## src/rtl/seq_chunk_adder.sv

```systemverilog
// seq_chunk_adder: multi-cycle WIDTH-bit adder that adds CHUNK bits per clock,
// rippling the carry between chunks through a carry register.
// Ports:
//   clk, rst      - clock and synchronous active-high reset
//   start         - request; accepted in IDLE or DONE
//   a, b, cin     - operands and carry-in, registered on an accepted start
//   busy          - high while chunks are being added (RUN)
//   done          - one-cycle pulse when sum/overflow are updated
//   sum           - {carry_out, a+b+cin}, held until the next done
//   overflow      - two's-complement overflow of the last result
module seq_chunk_adder #(
  parameter int unsigned WIDTH = 16,
  parameter int unsigned CHUNK = 4
) (
  input  logic             clk,
  input  logic             rst,
  input  logic             start,
  input  logic [WIDTH-1:0] a,
  input  logic [WIDTH-1:0] b,
  input  logic             cin,
  output logic             busy,
  output logic             done,
  output logic [WIDTH:0]   sum,
  output logic             overflow
);

  localparam int unsigned NCHUNK = WIDTH / CHUNK;
  localparam int unsigned CW     = (NCHUNK > 1) ? $clog2(NCHUNK) : 1;
  localparam int unsigned RW     = CHUNK + 1;

  typedef enum logic [1:0] {
    S_IDLE = 2'd0,
    S_RUN  = 2'd1,
    S_DONE = 2'd2
  } state_e;

  state_e           state_q, state_d;
  logic [WIDTH-1:0] a_q, a_d;
  logic [WIDTH-1:0] b_q, b_d;
  logic [WIDTH-1:0] acc_q, acc_d;
  logic [WIDTH:0]   sum_q, sum_d;
  logic [CW-1:0]    cnt_q, cnt_d;
  logic             carry_q, carry_d;
  logic             ovf_q, ovf_d;
  logic             busy_q, busy_d;
  logic             done_q, done_d;

  logic [CHUNK-1:0] a_chunk, b_chunk;
  logic [RW-1:0]    chunk_res;
  logic             msb_cin;

  // Next-state, datapath and registered-output logic
  always_comb begin
    state_d = state_q;
    a_d     = a_q;
    b_d     = b_q;
    acc_d   = acc_q;
    sum_d   = sum_q;
    cnt_d   = cnt_q;
    carry_d = carry_q;
    ovf_d   = ovf_q;
    a_chunk = '0;
    b_chunk = '0;

    // Select the chunk addressed by the counter
    for (int unsigned i = 0; i < NCHUNK; i++) begin
      if (cnt_q == CW'(i)) begin
        a_chunk = a_q[i*CHUNK +: CHUNK];
        b_chunk = b_q[i*CHUNK +: CHUNK];
      end
    end

    chunk_res = {1'b0, a_chunk} + {1'b0, b_chunk} + RW'(carry_q);
    // Carry into the chunk MSB recovered from the sum bit: s = a ^ b ^ c
    msb_cin   = a_chunk[CHUNK-1] ^ b_chunk[CHUNK-1] ^ chunk_res[CHUNK-1];

    case (state_q)
      S_IDLE, S_DONE: begin
        if (start) begin
          a_d     = a;
          b_d     = b;
          carry_d = cin;
          cnt_d   = '0;
          state_d = S_RUN;
        end else begin
          state_d = S_IDLE;
        end
      end
      S_RUN: begin
        for (int unsigned i = 0; i < NCHUNK; i++) begin
          if (cnt_q == CW'(i)) begin
            acc_d[i*CHUNK +: CHUNK] = chunk_res[CHUNK-1:0];
          end
        end
        carry_d = chunk_res[CHUNK];
        cnt_d   = cnt_q + CW'(1);
        if (cnt_q == CW'(NCHUNK - 1)) begin
          sum_d   = {chunk_res[CHUNK], acc_d};
          ovf_d   = msb_cin ^ chunk_res[CHUNK];
          cnt_d   = '0;
          state_d = S_DONE;
        end
      end
      default: state_d = S_IDLE;
    endcase

    busy_d = (state_d == S_RUN);
    done_d = (state_d == S_DONE);
  end

  // State and datapath registers
  always_ff @(posedge clk) begin
    if (rst) begin
      state_q <= S_IDLE;
      a_q     <= '0;
      b_q     <= '0;
      acc_q   <= '0;
      sum_q   <= '0;
      cnt_q   <= '0;
      carry_q <= 1'b0;
      ovf_q   <= 1'b0;
      busy_q  <= 1'b0;
      done_q  <= 1'b0;
    end else begin
      state_q <= state_d;
      a_q     <= a_d;
      b_q     <= b_d;
      acc_q   <= acc_d;
      sum_q   <= sum_d;
      cnt_q   <= cnt_d;
      carry_q <= carry_d;
      ovf_q   <= ovf_d;
      busy_q  <= busy_d;
      done_q  <= done_d;
    end
  end

  assign busy     = busy_q;
  assign done     = done_q;
  assign sum      = sum_q;
  assign overflow = ovf_q;

endmodule

```

## config.mk

```make
export PLATFORM = sky130hd
export DESIGN_NAME = seq_chunk_adder
export DESIGN_NICKNAME = d
export VERILOG_FILES = /design/src/rtl/seq_chunk_adder.sv
export SDC_FILE = /design/constraint.sdc
export NUM_CORES = 1
export LEC_CHECK = 0
export CAP_MARGIN = 10
export CORE_MARGIN = 2
export CORE_UTILIZATION = 33
export CTS_BUF_LIST = sky130_fd_sc_hd__clkbuf_8
export DETAILED_ROUTE_END_ITERATION = 8
export PLACE_DENSITY = 0.53
export RECOVER_POWER = 100
export SYNTH_ARGS = -nofsm -noshare
export SYNTH_HDL_FRONTEND = slang
export SYNTH_SLANG_ARGS = --single-unit
```

## constraint.sdc

```tcl
create_clock -name clk -period 6.2 [get_ports clk]
set_input_delay 0.62 -clock clk [delete_from_list [all_inputs] [get_ports clk]]
set_output_delay 0.62 -clock clk [all_outputs]
set_load 0.03 [all_outputs]
```

==> results of run 1 <==
synthesized netlist by cell type (all sizes together), types with 2 or more instances:
cell	count	area share [%]
nand2	92	12
dfxtp	69	47
a21oi	57	9.7
buf	18	3.3
o21ai	18	3.1
nor2	17	2.2
clkbuf	13	1.7
inv	10	1.3
ha	7	3.0
nand3b	7	1.8
a211oi	6	1.5
a31o	6	1.8
mux2i	6	2.0
a22o	5	1.5
and2	4	0.93
nor3b	4	1.0
a32o	3	1.0
nand2b	3	0.64
a22oi	2	0.51
a311oi	2	0.59
fa	2	1.4
nand3	2	0.34
xor2	2	0.59
metal layers:
metal	part of all wire (%)	global-route usage, %
met1	50	19.59
met2	44	22.82
met3	4.1	3.830
met4	1.6	5.690
met5	0	0
final cells by class:
class | count | area share, %
Clock buffer | 10 | 3.721
Clock inverter | 6 | 1.691
Inverter | 10 | 1.015
Multi-Input combinational cell | 250 | 37.25
Sequential cell | 69 | 37.35
Tap cell | 108 | 3.654
Timing Repair Buffer | 57 | 15.32
worst max-delay path: cells and delay by family:
family / cells / cell delay, ns
simple gates: 1 / 0.44
compound gates: 2 / 0.51
buf+inv: 3 / 2.26
sequential cells by signal, summed over array words and instances (netlist names), 2 cells and up:
| register | count |
|---|---|
| acc_q | 12 |
| state_q | 2 |
| a_q | 16 |
| b_q | 16 |
| cnt_q | 2 |
| sum | 17 |
cell families (layout without fill, tap and decap cells):
kind of cell | Yosys count | count (layout)
simple gates | 131 | 131
compound gates | 101 | 101
flops | 69 | 69
buf+inv | 41 | 83
fa+ha+maj | 9 | 9
mux | 6 | 6
xor+xnor | 3 | 3
where the power goes:
| group | total, µW | switching, µW | internal, µW |
|---|---|---|---|
| clock network | 370 | 175 | 195 |
| logic | 126 | 71.2 | 54.4 |
| registers | 471 | 10.1 | 461 |
| total | 967 | 257 | 711 |
through the flow:
stage               instance area (µm²)  power (µW)  util [%]
finish                             3699       967.3     42.62
global route                       3699        1019     42.62
CTS                                3692       977.8     42.55
detailed placement                 3492       607.4     40.24
global placement                   3492       605.8     40.24
floorplan                          2950       563.2         -
worst max path at each step:
stage | cells past startpoint | from | end | slack (ns)
after global placement | 12 | cnt_q[0]$_SDFFE_PP0P_ | sum[2]$_SDFFE_PP0P_ | 2.94
final | 6 | rst | sum[11]$_SDFFE_PP0P_ | 2.59
after CTS | 12 | cnt_q[1]$_SDFFE_PP0P_ | sum[10]$_SDFFE_PP0P_ | 2.79
after floorplan | 12 | cnt_q[0]$_SDFFE_PP0P_ | sum[10]$_SDFFE_PP0P_ | 3.58
after detailed placement | 12 | cnt_q[1]$_SDFFE_PP0P_ | sum[10]$_SDFFE_PP0P_ | 2.80
after global routing | 6 | rst | sum[3]$_SDFFE_PP0P_ | 2.34
==> flow_metrics.tcl, run 1 <==
set metrics [dict create \
    syn_inst 360 \
    slowest_stage "clkbuf_1" \
    core_um2 8678 \
    worstPathRequired_ns 6.44 \
    post_cts_buffers 0 \
    overflow 0 \
    hpwl_um 4657 \
    yosysSeqAreaShare_pct 46.82 \
    wl_per_cell_um 13.43 \
    ys_warn_count 0 \
    num_io_pins 56 \
    cpPeakStageDelay_ns 1.59 \
    reg2reg_depth 12 \
    rrSetupSlack_ns 2.81 \
    grtUsageTotal_pct 14.68 \
    cts_sinks 69 \
    cts_buffers 9 \
    h-tree-depth 3 \
    register_area_um2 1381 \
    clock-root-buffer "clkbuf_8" \
    fin_crit_sh_pct 58.20 \
    grt_start_max_net_pins 53 \
    vias_per_cell 4.796 \
    reg2reg_to "sum[10]$_SDFFE_PP0P_" \
    fillers 921 \
    synth_ff_type "dfxtp_1" \
    yosysUniqueCellTypes 35 \
    crit_arrival_ns 3.85 \
    clk_pin_slew_ns 0.07 \
    status "finished, violations left" \
    period_minus_slack_ns 3.608 \
    fp.dieH_um 98.56 \
    crit_fanout 52 \
    antenna_found_initial 0 \
    pre_cts_ws_ns 2.799 \
    multiInputGateArea_um2 1378 \
    dieWidth_um 98.56 \
    holdBufCountCts 0 \
    post-route-drc-count 0 \
    clk_latency_ns 0.35 \
    r2r-start "cnt_q[0]$_SDFFE_PP0P_" \
    rsz0062_at_grt "false" \
    drive_gt1_share_pct 5.721 \
    dieArea_um2 9713 \
    grt_pass1_wl_um 11450 \
    fmax_mhz 277.1 \
    startpoint_type "input pin" \
    cp-end-kind "register" \
    finalWeightedCongestion 0.7605 \
    final_common_cell "nand2_1" \
    worstHoldStart "sum[0]$_SDFFE_PP0P_" \
    holdPathStages 2 \
    cts_tree "yes" \
    cap_violations 1 \
    synth_xor_xnor_area_share_pct 0.8906 \
    synthArstFlopShare_pct 0 \
    worstMarginPinSlew_ns 2.276 \
    worst_path_most_repeated_cell "inv_1" \
    clock_skew_ns 0.007091 \
    muxShareOfSynthArea_pct 2.036 \
    hold_viol 0 \
    final_cells 510 \
    hold_class "reg2reg" \
    violations "max-capacitance violations, max-slew violations" \
    dp.cells 493 \
    syn_nets 405 \
    critPathKind "in2reg" \
    std_cell_rows 34 \
    synth_top_family_by_area "compound AO/OA/AOI/OAI gates" \
    ir_drop_v 0.00009034 \
    post_cts_resized 0 \
    nets 442 \
    timing.hold.ws_ns 0.4457 \
    synth.avg_cell_area_um2 8.195 \
    routed_wirelength_um 6848 \
    portBuffers 55 \
    power_density_nw_per_um2 261.5 \
    setup_tns_ns 0 \
    setup-violations-final 0 \
    ys_ff_latch 69 \
    syn_area_um2 2950 \
    synth_compound_area_share_pct 20.14 \
    final_cell_mix "nand2_1 (92), dfxtp_1 (69), a21oi_1 (57)" \
    worst_slack_ns 2.592 \
    min_to "sum[0]$_SDFFE_PP0P_" \
    synth-edff-count 0 \
    ant_nets 0 \
    initial_core_util_pct 34.00 \
    relSlewSlack_pct -51.74 \
    synthAdderAreaFrac_pct 4.326 \
    drv_slew 53 \
    cts_max_path_buffers 2 \
    yosys.area_share.simple_pct 19.55 \
    n_antenna_cell 0 \
    vias 2446 \
    dr.first_iter.drc_count 86 \
    power.leakage_uw 0.001448 \
    dr.pass1.iters 5 \
    area_delta_synth_final_pct 25.36 \
    crit_chain "clkbuf_1 -> inv_1 -> nand2_1 -> inv_1 -> a32o_1 -> a31o_1" \
    first_global_vias 2332 \
]
Note: power is estimated with default switching activity, not from simulation.
==> inputs of run 2 (changes only) <==
- PLACE_DENSITY: 0.53 -> 0.55
- clock period: 6.2 -> 3.2 ns (I/O delays scaled with it)
==> run 2 against run 1 <==
Net effect: the flow now finishes without violations; wire length is 0.74% lower; die area is the same; critical endpoint is now overflow$_SDFFE_PP0P_; non-clock buffer count up 6; sequential cell count is the same; clock-buffer cell count decreased by 1; first-iteration DRC count fell by 4.7%.
==> flow_metrics.tcl, run 2 (synthesis gave the netlist of run 1 again) <==
set metrics [dict create \
    ant_nets 0 \
    hold_class "in2reg" \
    crit_arrival_ns 3.07 \
    num_io_pins 56 \
    cp-end-kind "register" \
    vias 2471 \
    worstPathRequired_ns 3.44 \
    area_delta_synth_final_pct 25.49 \
    grt_pass1_wl_um 11630 \
    pre_cts_ws_ns 0.07564 \
    routed_wirelength_um 6797 \
    cts_max_path_buffers 2 \
    register_area_um2 1381 \
    cts_buffers 9 \
    post_cts_resized 0 \
    cts_tree "yes" \
    std_cell_rows 34 \
    final_common_cell "nand2_1" \
    total_power_uw 1755 \
    post_cts_buffers 0 \
    power_density_nw_per_um2 474.1 \
    largest_reg_flops 17 \
    crit_chain "ha_2 -> inv_1 -> nand3_1 -> a311oi_1 -> a21oi_1 -> fa_1 -> inv_1 -> fa_1 -> a21o_1 -> a21oi_1 -> xor2_1 -> o21ai_0" \
    timing.hold.ws_ns 0.3756 \
    status "finished, final reports clean" \
    core_um2 8678 \
    worstMarginPinSlew_ns 1.362 \
    critPathKind "reg2reg" \
    setup-violations-final 0 \
    fin_crit_sh_pct 88.48 \
    finalWeightedCongestion 0.8441 \
    cap_violations 0 \
    p_int_uw 1272 \
    vias_per_cell 4.789 \
    holdBufCountCts 0 \
    ir_drop_v 0.0002107 \
    startpoint_type "register" \
    drive_gt1_share_pct 6.863 \
    power.leakage_uw 0.001471 \
    first_global_vias 2426 \
    worst_slack_ns 0.3686 \
    cts_sinks 69 \
    clk_pin_slew_ns 0.07 \
    crit_family "adder cells" \
    dieWidth_um 98.56 \
    dr.first_iter.drc_count 82 \
    nets 448 \
    dp.cells 500 \
    overflow 0 \
    fp.dieH_um 98.56 \
    path_buf_inv 2 \
    relSlewSlack_pct 9.230 \
    initial_core_util_pct 34.00 \
    swShare_pct 27.51 \
    hpwl_um 4973 \
    power_frac_seq_pct 52.1 \
    switching_power_uw 482.8 \
    final_cell_mix "nand2_1 (91), dfxtp_1 (69), a21oi_1 (57)" \
    n_antenna_cell 0 \
    post-route-drc-count 0 \
    portBuffers 55 \
    drv_slew 0 \
    dr.pass1.iters 4 \
    dieArea_um2 9713 \
    combPwrFrac_pct 14.0 \
    clk_latency_ns 0.35 \
    cpPeakStageDelay_ns 0.41 \
    wl_per_cell_um 13.17 \
    slowest_stage "dfxtp_1" \
    rsz0062_at_grt "false" \
    p_clk_share_pct 33.9 \
    setup_tns_ns 0 \
    multiInputGateArea_um2 1395 \
    fillers 913 \
    final_cells 516 \
    period_minus_slack_ns 2.831 \
    crit_fanout 16 \
    antenna_found_initial 0 \
    grt_start_max_net_pins 35 \
    clock_skew_ns 0.008635 \
    grtUsageTotal_pct 15.11 \
    clock-root-buffer "clkbuf_8" \
    fmax_mhz 353.2 \
    h-tree-depth 3 \
    hold_viol 0 \
]
==> run 2: cell types whose count changed in the layout (fill, tap and decap cells not counted), sizes merged <==
cell and delta:
clkbuf +1, clkinvlp -2, buf +4, bufinv -1
clkinv +2, inv +2
==> run 2: per-stage QoR <==
stage / area [µm²] / util, %
after floorplan: 2950 / -
after global placement: 3545 / 40.84
after detailed placement: 3545 / 40.84
after CTS: 3704 / 42.68
after global routing: 3702 / 42.66
final: 3702 / 42.66
==> run 2: routing by layer <==
metal	wire length (µm)	share of wire [%]	track usage (%)
met1	3186	47	19.31
met2	3021	44	22.92
met3	358	5.3	3.972
met4	232	3.4	8.957
met5	0	0	0
==> run 2: power by group through the flow <==
stage	registers [µW]	logic [µW]	clock network [µW]
6_report	915	246	595
3_3_place_gp	934	247	0
4_1_cts	915	250	614
5_1_grt	919	280	649
3_5_place_dp	935	249	0
2_1_floorplan	929	162	0
==> run 2: cell type report <==
| cell class | instances | share of cell area [%] |
|---|---|---|
| clock inverters | 7 | 0.9463 |
| flip-flops and latches | 69 | 37.31 |
| well taps | 108 | 3.650 |
| clock buffers | 9 | 3.346 |
| repair buffers | 63 | 16.05 |
| multi-input cells | 250 | 37.68 |
| inverters | 10 | 1.014 |
==> run 2: worst paths after layout <==
check	startpoint	end	slack, ns	cells past startpoint
worst min register to register	sum[4]$_SDFFE_PP0P_	sum[4]$_SDFFE_PP0P_	0.45	2
worst min-delay path	rst	acc_q[9]$_SDFFE_PP0P_	0.38	2
worst max-delay path	cnt_q[0]$_SDFFE_PP0P_	overflow$_SDFFE_PP0P_	0.37	12
worst max register to register	cnt_q[0]$_SDFFE_PP0P_	overflow$_SDFFE_PP0P_	0.37	12
==> inputs of run 3 (changes only) <==
- CORE_UTILIZATION: 33 -> 41
- GPL_TIMING_DRIVEN: not set -> 0
- PLACE_DENSITY: 0.55 -> 0.66
==> run 3 against run 2 <==
Net effect: worst setup slack lost 0.14 ns; register-to-register slack worse by 0.14 ns; via count grew 5.3%; highest routed layer unchanged; clock power increased by 17%; non-clock buffer count is 22 higher.
==> flow_metrics.tcl, run 3 (synthesis gave the netlist of run 1 again) <==
set metrics [dict create \
    power_density_nw_per_um2 489.6 \
    ir_drop_v 0.0002249 \
    drv_slew 0 \
    status "finished, final reports clean" \
    period_minus_slack_ns 2.967 \
    dieArea_um2 7891 \
    num_io_pins 56 \
    vias_per_cell 4.958 \
    portBuffers 54 \
    crit_arrival_ns 3.19 \
    clock-root-buffer "clkbuf_8" \
    fin_crit_sh_pct 92.72 \
    rsz0062_at_grt "false" \
    startpoint_type "register" \
    setup_tns_ns 0 \
    vias 2603 \
    dr.pass1.iters 4 \
    power.leakage_uw 0.001546 \
    hold_viol 0 \
    core_um2 6869 \
    dr.first_iter.drc_count 87 \
    worstPathRequired_ns 3.42 \
    cap_violations 0 \
    worst_slack_ns 0.2328 \
    cts_sinks 69 \
    grt_pass1_wl_um 11420 \
    relSlewSlack_pct 66.07 \
    fin_util_pct 55.72 \
    routed_wirelength_um 6940 \
    fp.dieH_um 88.83 \
    dieWidth_um 88.83 \
    area_delta_synth_final_pct 29.73 \
    crit_fanout 10 \
    final_common_cell "nand2_1" \
    dp.cells 510 \
    critPathKind "reg2reg" \
    wl_per_cell_um 13.22 \
    clk_latency_ns 0.34 \
    register_area_um2 1381 \
    fillers 668 \
    std_cell_rows 30 \
    clk_pin_slew_ns 0.07 \
    fmax_mhz 337.0 \
    post_cts_buffers 0 \
    pre_cts_ws_ns -0.04079 \
    h-tree-depth 3 \
    cp-end-kind "register" \
    cts_tree "yes" \
    cts_buffers 9 \
    holdBufCountCts 0 \
    nets 470 \
    cts_max_path_buffers 2 \
    initial_core_util_pct 42.95 \
    post-route-drc-count 0 \
    ant_nets 0 \
    grt_start_max_net_pins 11 \
    clock_skew_ns 0.01175 \
    worstMarginPinSlew_ns 0.5089 \
    grtUsageTotal_pct 19.09 \
    hpwl_um 5008 \
    drive_gt1_share_pct 9.091 \
    n_antenna_cell 0 \
    largest_reg_flops 17 \
    overflow 0 \
    antenna_found_initial 0 \
    final_cell_mix "nand2_1 (91), dfxtp_1 (69), a21oi_1 (56)" \
    hold_class "reg2reg" \
    first_global_vias 2405 \
    setup-violations-final 0 \
    finalWeightedCongestion 0.8679 \
    final_cells 525 \
    multiInputGateArea_um2 1410 \
]
==> run 3: cell types whose count changed in the layout (fill, tap and decap cells not counted), sizes merged <==
cell      before  now
clkbuf        12   27
buf            6   15
clkinv         4    0
bufinv         0    1
clkinvlp       1    0
inv           12   13
==> run 3: per-stage QoR <==
stage	hold slack [ns]	instance area, µm²	total power [µW]
finish	0.4455	3827	1874
global route	0.4706	3827	1956
CTS	0.4561	3811	1881
detailed placement	0.4452	3611	1190
global placement	0.4370	3611	1186
floorplan	0.4364	2950	1091
==> run 3: final cells by class <==
type	instances	share of cell area, %
Buffer	31	3.792
Clock buffer	11	3.956
Clock inverter	4	1.079
Inverter	10	0.9807
Multi-Input combinational cell	250	36.84
Sequential cell	69	36.09
Tap cell	96	3.138
Timing Repair Buffer	54	14.12
==> run 3: worst max-delay path, cell delays in order (launching register included) <==
cell and delay, ns:
dfxtp_1 0.38, inv_1 0.08, ha_1 0.22, clkbuf_2 0.20
inv_2 0.13, nand3_1 0.10, a311oi_2 0.30, a21oi_1 0.10
fa_1 0.39, inv_1 0.09, fa_1 0.40, clkbuf_1 0.19
mux2i_1 0.19, o21ai_0 0.08
==> run 3: routing by layer <==
metal | vias up | share of wire, % | GRT usage (%)
li1 | 1338 | - | -
met4 | 0 | 2.0 | 10.33
met5 | - | 0 | 0
met1 | 1183 | 47 | 24.48
met2 | 70 | 46 | 29.92
met3 | 12 | 5.2 | 4.104
==> run 3: path summary, 6_finish.rpt <==
check / start / slack [ns] / depth (start not counted) / end
max: cnt_q[1]$_SDFFE_PP0P_ / 0.23 / 13 / sum[1]$_SDFFE_PP0P_
min: sum[4]$_SDFFE_PP0P_ / 0.45 / 2 / sum[4]$_SDFFE_PP0P_
max reg2reg: cnt_q[1]$_SDFFE_PP0P_ / 0.23 / 13 / sum[1]$_SDFFE_PP0P_
min reg2reg: sum[4]$_SDFFE_PP0P_ / 0.45 / 2 / sum[4]$_SDFFE_PP0P_
==> run 3: what timing repair did <==
item	CTS	global route
endpoints found under the setup margin	3	21
gates resized for setup	1	12
gates cloned	0	0
==> run 3: report_power, final <==
part | total [µW] | switching, µW | internal (µW)
sequential | 913 | 18.9 | 894
clock | 695 | 305 | 390
combinational | 266 | 151 | 115
total | 1870 | 475 | 1400
